===== config.mk =====
export PLATFORM = sky130hd
export DESIGN_NAME = group_or_scan_scheduler
export DESIGN_NICKNAME = d
export VERILOG_FILES = /design/src/rtl/group_or_scan_scheduler.sv
export SDC_FILE = /design/constraint.sdc
export NUM_CORES = 1
export LEC_CHECK = 0
export ABC_AREA = 1
export CAP_MARGIN = 20
export CORE_AREA = 2 2 122 124
export CTS_CLUSTER_DIAMETER = 50
export DETAILED_ROUTE_END_ITERATION = 6
export DIE_AREA = 0 0 124 126
export DONT_BUFFER_PORTS = 1
export GPL_TIMING_DRIVEN = 0
export SYNTH_ARGS = -nofsm -noshare
export SYNTH_HDL_FRONTEND = slang
export SYNTH_SLANG_ARGS = --single-unit

===== constraint.sdc =====
create_clock -name clk -period 3.53 [get_ports clk]
set_input_delay 0.5295 -clock clk [delete_from_list [all_inputs] [get_ports clk]]
set_output_delay 0.5295 -clock clk [all_outputs]
set_load 0.05 [all_outputs]

===== src/rtl/group_or_scan_scheduler.sv =====
// group_or_scan_scheduler: time-shared grouped OR evaluator.
// Visits one group per cycle round-robin and presents hit groups downstream.
module group_or_scan_scheduler #(
   parameter int NGROUPS = 8,
   parameter int GW      = 32,
   localparam int IW     = $clog2(NGROUPS)
) (
   input  logic                  clk,
   input  logic                  rst,
   input  logic                  start,
   input  logic [NGROUPS-1:0]    grp_en,
   input  logic [NGROUPS*GW-1:0] grp_vec,
   input  logic                  out_ready,
   output logic                  busy,
   output logic                  out_valid,
   output logic [IW-1:0]         out_grp,
   output logic [GW-1:0]         out_vec,
   output logic                  done,
   output logic                  hit_any,
   output logic [NGROUPS-1:0]    hit_mask
);

   typedef enum logic [1:0] {
      S_IDLE = 2'd0,
      S_SCAN = 2'd1,
      S_HOLD = 2'd2,
      S_DONE = 2'd3
   } state_t;

   state_t             state_q, state_d;
   logic [IW-1:0]      ptr_q, ptr_d;
   logic [IW-1:0]      cnt_q, cnt_d;
   logic [IW-1:0]      rr_base_q, rr_base_d;
   logic [NGROUPS-1:0] en_q, en_d;
   logic               out_valid_q, out_valid_d;
   logic [IW-1:0]      out_grp_q, out_grp_d;
   logic [GW-1:0]      out_vec_q, out_vec_d;
   logic [NGROUPS-1:0] hit_mask_q, hit_mask_d;
   logic               hit_any_q, hit_any_d;

   logic [GW-1:0]      cur_slice;
   logic               cur_hit;
   logic               last_visit;

   // Select the slice of the group under the scan pointer
   always_comb begin
      cur_slice = '0;
      for (int g = 0; g < NGROUPS; g++) begin
         if (ptr_q == IW'(g)) cur_slice = grp_vec[g*GW +: GW];
      end
   end

   assign cur_hit    = en_q[ptr_q] & (|cur_slice);
   assign last_visit = (cnt_q == IW'(NGROUPS-1));

   // Next-state and datapath updates for the scan FSM
   always_comb begin
      state_d     = state_q;
      ptr_d       = ptr_q;
      cnt_d       = cnt_q;
      rr_base_d   = rr_base_q;
      en_d        = en_q;
      out_valid_d = out_valid_q;
      out_grp_d   = out_grp_q;
      out_vec_d   = out_vec_q;
      hit_mask_d  = hit_mask_q;
      hit_any_d   = hit_any_q;
      unique case (state_q)
         S_IDLE: begin
            if (start) begin
               en_d       = grp_en;
               ptr_d      = rr_base_q;
               cnt_d      = '0;
               hit_mask_d = '0;
               hit_any_d  = 1'b0;
               state_d    = S_SCAN;
            end
         end
         S_SCAN: begin
            if (cur_hit) begin
               out_grp_d   = ptr_q;
               out_vec_d   = cur_slice;
               out_valid_d = 1'b1;
               state_d     = S_HOLD;
            end else begin
               ptr_d = ptr_q + 1'b1;
               cnt_d = cnt_q + 1'b1;
               if (last_visit) state_d = S_DONE;
            end
         end
         S_HOLD: begin
            if (out_ready) begin
               out_valid_d = 1'b0;
               hit_mask_d  = hit_mask_q | (NGROUPS'(1) << ptr_q);
               hit_any_d   = 1'b1;
               rr_base_d   = ptr_q + 1'b1;
               ptr_d       = ptr_q + 1'b1;
               cnt_d       = cnt_q + 1'b1;
               state_d     = last_visit ? S_DONE : S_SCAN;
            end
         end
         S_DONE: begin
            state_d = S_IDLE;
         end
         default: state_d = S_IDLE;
      endcase
   end

   // State register with synchronous reset
   always_ff @(posedge clk) begin
      if (rst) begin
         state_q     <= S_IDLE;
         ptr_q       <= '0;
         cnt_q       <= '0;
         rr_base_q   <= '0;
         en_q        <= '0;
         out_valid_q <= 1'b0;
         out_grp_q   <= '0;
         out_vec_q   <= '0;
         hit_mask_q  <= '0;
         hit_any_q   <= 1'b0;
      end else begin
         state_q     <= state_d;
         ptr_q       <= ptr_d;
         cnt_q       <= cnt_d;
         rr_base_q   <= rr_base_d;
         en_q        <= en_d;
         out_valid_q <= out_valid_d;
         out_grp_q   <= out_grp_d;
         out_vec_q   <= out_vec_d;
         hit_mask_q  <= hit_mask_d;
         hit_any_q   <= hit_any_d;
      end
   end

   assign busy      = (state_q != S_IDLE);
   assign done      = (state_q == S_DONE);
   assign out_valid = out_valid_q;
   assign out_grp   = out_grp_q;
   assign out_vec   = out_vec_q;
   assign hit_mask  = hit_mask_q;
   assign hit_any   = hit_any_q;

endmodule


======== Word-level counts from Yosys, hierarchy flattened ========
Cells that the tools add are included.
storage, ports and cells
  register bits ........................... 64
  input bits .............................. 268
  word-level logic and storage cells ...... 79
cells by class
  add/sub/neg operators ................... 2
  order comparisons ....................... 1
  eq/ne operators ......................... 16
  shift operators ......................... 1
  muxes and demuxes ....................... 33
  bitwise logic cells ..................... 2
  reductions and logical operators ........ 14
operators with widths
  kind                                                                           count
  32-bit two-way mux                                                             8
  32-bit OR reduction                                                            1
  3-bit two-way mux                                                              6
  3-bit one-hot mux with 3 select lines                                          2
  8-bit two-way mux                                                              2
  8-bit one-hot mux with 2 select lines                                          1
  3-bit equality test (second input constant)                                    5
  2-bit two-way mux                                                              5
  3-bit AND reduction                                                            3
  2-bit inequality test (second input constant)                                  4
  8-bit bitwise OR                                                               1
  2-bit one-hot mux with 4 select lines                                          1
  1-bit by 3-bit << shifter with 8-bit output (first input constant)             1
  3-bit by 1-bit adder with 3-bit output (second input constant)                 2
  3-bit by 2-bit equality test with 1-bit output (second input constant)         2
  2-bit AND reduction                                                            3
  2-bit nonzero test                                                             3
  1-bit two-way mux                                                              5
  2-bit equality test (second input constant)                                    2
  3-bit by 4-bit less-than comparator with 1-bit output (second input constant)  1
  1-bit one-hot mux with 2 select lines                                          2
  4-bit AND reduction                                                            1
  1-bit binary-select mux with 3-bit select                                      1
  3-bit by 1-bit equality test with 1-bit output (second input constant)         1
  6 further kinds                                                                6

======== Depth between registers and ports, before layout ========
  depth in word-level cells ............... 13
  gate-level depth with buffers ........... 24

======== Worst setup path before layout ========
No wires, ideal clock.
  path type ............................... reg-to-reg
  from .................................... reg ptr_q[0]
  to ...................................... reg out_grp_q[0] (netlist: out_grp[0])
  library setup time ...................... 0.124 ns
  arrival time ............................ 2.507 ns
  data required time ...................... 3.406 ns
  setup slack ............................. 0.899 ns
  stages on the path, launching flop included .. 20
  clock period less this slack ............ 2.631 ns
  cell sequence ........................... dfxtp_1 clkbuf_1 inv_1 ha_1 nand2_2 clkbuf_1 nand2_1 inv_1 nand2_1 a21oi_1 nand2_1 nor2_1 nand2_1 nor2_1 nand2_2 nand3_4 inv_4 buf_6 o21ai_1 a21oi_1
on the way
  longest elaborated chain between the ends .. 12
  elaborated cells between the ends (all ways) .. 21
  those cells by class .................... eq/ne: 7; mux: 10; bitwise: 1; reduce/logical: 3
ends and longest elaborated chain
  element                           RTL line  RTL
  from (decl)                       31        logic [IW-1:0] ptr_q, ptr_d;
  from (signal assigned)            124       ptr_q <= ptr_d;
  3-bit zero test                   49        if (ptr_q == IW'(g)) cur_slice = grp_vec[g*GW +: GW];
  32-bit two-way mux (8 in series)  49
  32-bit OR reduction               53        assign cur_hit = en_q[ptr_q] & (|cur_slice);
  1-bit bitwise AND                 53
  2-bit AND reduction (no line)     -
  to (signal assigned)              129       out_grp_q <= out_grp_d;
  to (decl)                         36        logic [IW-1:0] out_grp_q, out_grp_d;
Parallel ways exist; a longest one is shown, timed or not. The select of a mux whose other input is x is not followed.
A chain may end at the register's enable or synchronous reset.

======== Final worst setup path ========
  from .................................... reg ptr_q[1]
  to ...................................... reg out_vec_q[13] (netlist: out_vec[13])
on the way
  longest elaborated chain between the ends .. 12
  elaborated cells between the ends (all ways) .. 21
  those cells by class .................... eq/ne: 7; mux: 10; bitwise: 1; reduce/logical: 3
ends and longest elaborated chain
  element                           RTL line  RTL
  3-bit zero test                   49
  32-bit two-way mux (8 in series)  49
  32-bit OR reduction               53
  1-bit bitwise AND                 53
  2-bit AND reduction (no line)     -
  to (signal assigned)              130       out_vec_q <= out_vec_d;
  to (decl)                         37        logic [GW-1:0] out_vec_q, out_vec_d;
Parallel ways exist; a longest one is shown, timed or not. The select of a mux whose other input is x is not followed.

==> run metrics <==
via count=between 6000 and 7000; Layout area overhead=9.402%; critical path class=reg2reg; Final GP Congestion=just over 0.9; fmax=roughly 310 MHz; critical path fanouts, max=10; Synth Net Count=1404; average routed wire per standard cell=~18 um; main area contributors after synthesis=nand2_1 (27%), dfxtp_1 (21%), inv_1 (11%); Psw=~0.0029 W; layout cells sized above 1=0.07923; I/O pins=about 320; Top FF cell, synth=dfxtp_1; final std cells w/o fill=about 1300; delay of the slowest critical-path stage=430 ps; CP bufs+invs=6; PnR Total Power=about 0.0053 W; CTS sink cnt=64; register area share after synthesis=0.2140; hold endpoint=ptr_q[1]; relative slew slack=0.3097; Ys Warns=0; CP Launch Type=flip-flop; FFs w/ async S/R, synth=0; Seq cells post-synth=64; R2R depth=22; Flop pwr share=0.274; Critical R2R Capture=out_vec[13]; pre-CTS setup slack=-14.12 ps; Gate power share=0.563; Synth Cell Area=between 5000 and 6000 um2; IR drop worst, VDD=between 0.5 and 0.6 mV; core area=between 10000 and 15000 um2; PD cells=~810 nW/um2; CTS Hold Bufs=0; Worst setup EP type=flip-flop; Initial Utilization=0.4184; Reg2Reg Setup Slack=around 270 ps; RSZ-0062 raised after global routing=no; deepest clock path buffer count=2; first-pass GRT wire length=around 35000 um; IO Port Bufs=0; Synth Area per Inst=roughly 5.3 um2; vias per cell=between 5 and 6; Post-synth EDFFs=0; top-area cell type share of the netlist area=0.2689; Die Span X=~120 um; Mapped Cells=around 1100; drt total wl=24280 um; FP Rows=44; total negative slack=0 ps; Min-Delay Path Depth=1; final hold violations=0; antenna violations before repair=3; chip height=between 100 and 150 um; Clk Tree Root Cell=clkbuf_16; largest net degree at the start of global routing=18; Max Cap Viol=0; Routed Antenna Nets=0; Pint=0.002360 W; dpl cells=between 1000 and 1500; detailed-route DRC error count=0; starting DRC count in detailed routing=around 350; total CTS buffers=9; Worst EP required=3740 ps; status=finished, final reports clean; first drt pass iteration count=6; total number of H-tree levels=3; die area=~16000 um2; Final min period=about 3300 ps; Synth area leader=nand2_1; worst slew pin tran=about 1000 ps; CP Cell Sequence=ha_1 -> ha_1 -> buf_2 -> inv_1 -> buf_2 -> o21ai_1 -> inv_1 -> nand2_1 -> nand2_1 -> nand2_1 -> nand2_1 -> a21oi_2 -> nand2_1 -> nor2_1 -> nand2_1 -> nor2_1 -> nand2_2 -> nand3_4 -> inv_4 -> buf_6 -> o21ai_1 -> a21oi_1; Reg-to-Reg Start=ptr_q[1]; CP delay by family, top=simple AND/OR/NAND/NOR gates; Slew Viols, Final=0; Final #Nets=1413; clock share of power=0.163; Final Worst Setup Slack=between 200 and 300 ps; CTS tree=done; Worst Skew=roughly 13 ps; GRT Util Overall=0.3006; final worst path period share=0.9246; final core occ=0.4577; post-DP HPWL=around 20000 um; HP Start=rst; Fillers=~1700; worst-skew pair later-pin latency=330 ps; Worst-path clk slew=approximately 70 ps; cell repeated most along the worst path=nand2_1; GR Overflow Total=0; Hold Crit Class=in2reg; vias in the first global route=between 6000 and 7000; Pleak=between 3 and 4 nW; Netlist cell types=29; Sw Share=0.5538; crit path DAT=about 3500 ps; final setup vio count=0; CP max stage cell=dfxtp_1
==> flip-flops by register name, summed over array words and instances (netlist names) <==
signal / cells
hit_any: 1
out_valid: 1
rr_base_q: 3
out_vec: 32
hit_mask: 8
state_q: 2
en_q: 8
out_grp: 3
ptr_q: 3
cnt_q: 3
==> cell type report <==
class,count,area (um2),area share
sequential,64,1281,0.1956
inverter,190,725.7,0.1108
clock buffer,10,239.0,0.03648
buffer,58,397.9,0.06073
multi-input combinational,808,3628,0.5539
antenna,2,5.005,0.0007639
tap,184,230.2,0.03514
clock inverter,6,43.79,0.006684
==> cells in the mapped netlist, types with 3 or more instances <==
cell	count
clkbuf_1	22
nor2_1	109
nand2_1	429
o21ai_1	54
a21oi_1	65
buf_2	13
a21boi_1	17
inv_1	183
nand3_1	35
inv_2	3
o21ai_0	65
dfxtp_1	64
ha_1	14
nand2_2	5
or2_2	5
buf_6	15
buf_4	9
==> layout by cell type, fill, tap and decap left out, types with 2 or more instances in the layout <==
cell type,instances
a21oi_2,4
clkbuf_4,3
ha_1,12
or2_2,5
nor2_4,2
nand2_4,2
o21ai_0,65
nand3_1,35
clkinvlp_4,4
inv_2,4
o21ai_1,54
buf_4,10
buf_2,9
diode_2,2
nor2_1,108
clkbuf_2,6
buf_6,15
clkbuf_1,14
ha_2,2
nand2_2,4
dfxtp_1,64
nand2_1,429
inv_1,182
inv_4,2
a21oi_1,63
a21boi_1,15
clkbuf_16,9
==> what timing repair did <==
item / CTS / global route
setup endpoints to repair: 34 / 44
setup buffers: 0 / 0
hold endpoints to repair: 0 / 0
resized for setup: 2 / 27
==> power groups by stage <==
stage,Clock (W),Combinational (W),Sequential [W]
2_1_floorplan,0,0.00206,0.00141
3_3_place_gp,0,0.00290,0.00146
3_5_place_dp,0,0.00292,0.00146
4_1_cts,0.000864,0.00293,0.00145
5_1_grt,0.000891,0.00333,0.00146
6_report,0.000861,0.00298,0.00145
==> how the worst max path moves through the flow <==
stage | startpoint | end | slack (ps) | cells after the start
global route | ptr_q[2] | out_vec[30] | 50 | 23
global placement | ptr_q[0] | out_vec[21] | -50 | 21
finish | ptr_q[1] | out_vec[13] | 270 | 22
floorplan | ptr_q[0] | out_grp[0] | 900 | 19
detailed placement | ptr_q[0] | out_vec[13] | -10 | 19
CTS | ptr_q[0] | out_grp[0] | 140 | 21
==> per-stage QoR <==
step	hold WS, ps	cell area [um2]
after global routing	251.1	6551
final	261.6	6551
after floorplan	449.5	5988
after global placement	458.5	6218
after detailed placement	472.9	6218
after CTS	253.1	6501
==> kinds of logic after synthesis <==
family,Yosys count,synth area share
and+or+nand+nor,588,0.3888
adders and majority gates,14,0.02925
buffers and inverters,250,0.1860
DFF,64,0.2140
AOI/OAI and AO/OA,206,0.1820
==> routing by layer <==
layer / track usage / vias up / wire (um)
met5: 0 / - / 13
met4: 0.1428 / 2 / 1009
met3: 0.08016 / 64 / 2100
met2: 0.5048 / 299 / 11420
met1: 0.3520 / 2952 / 9732
li1: - / 3413 / -
No activity file was read; power rests on OpenSTA's default activity.
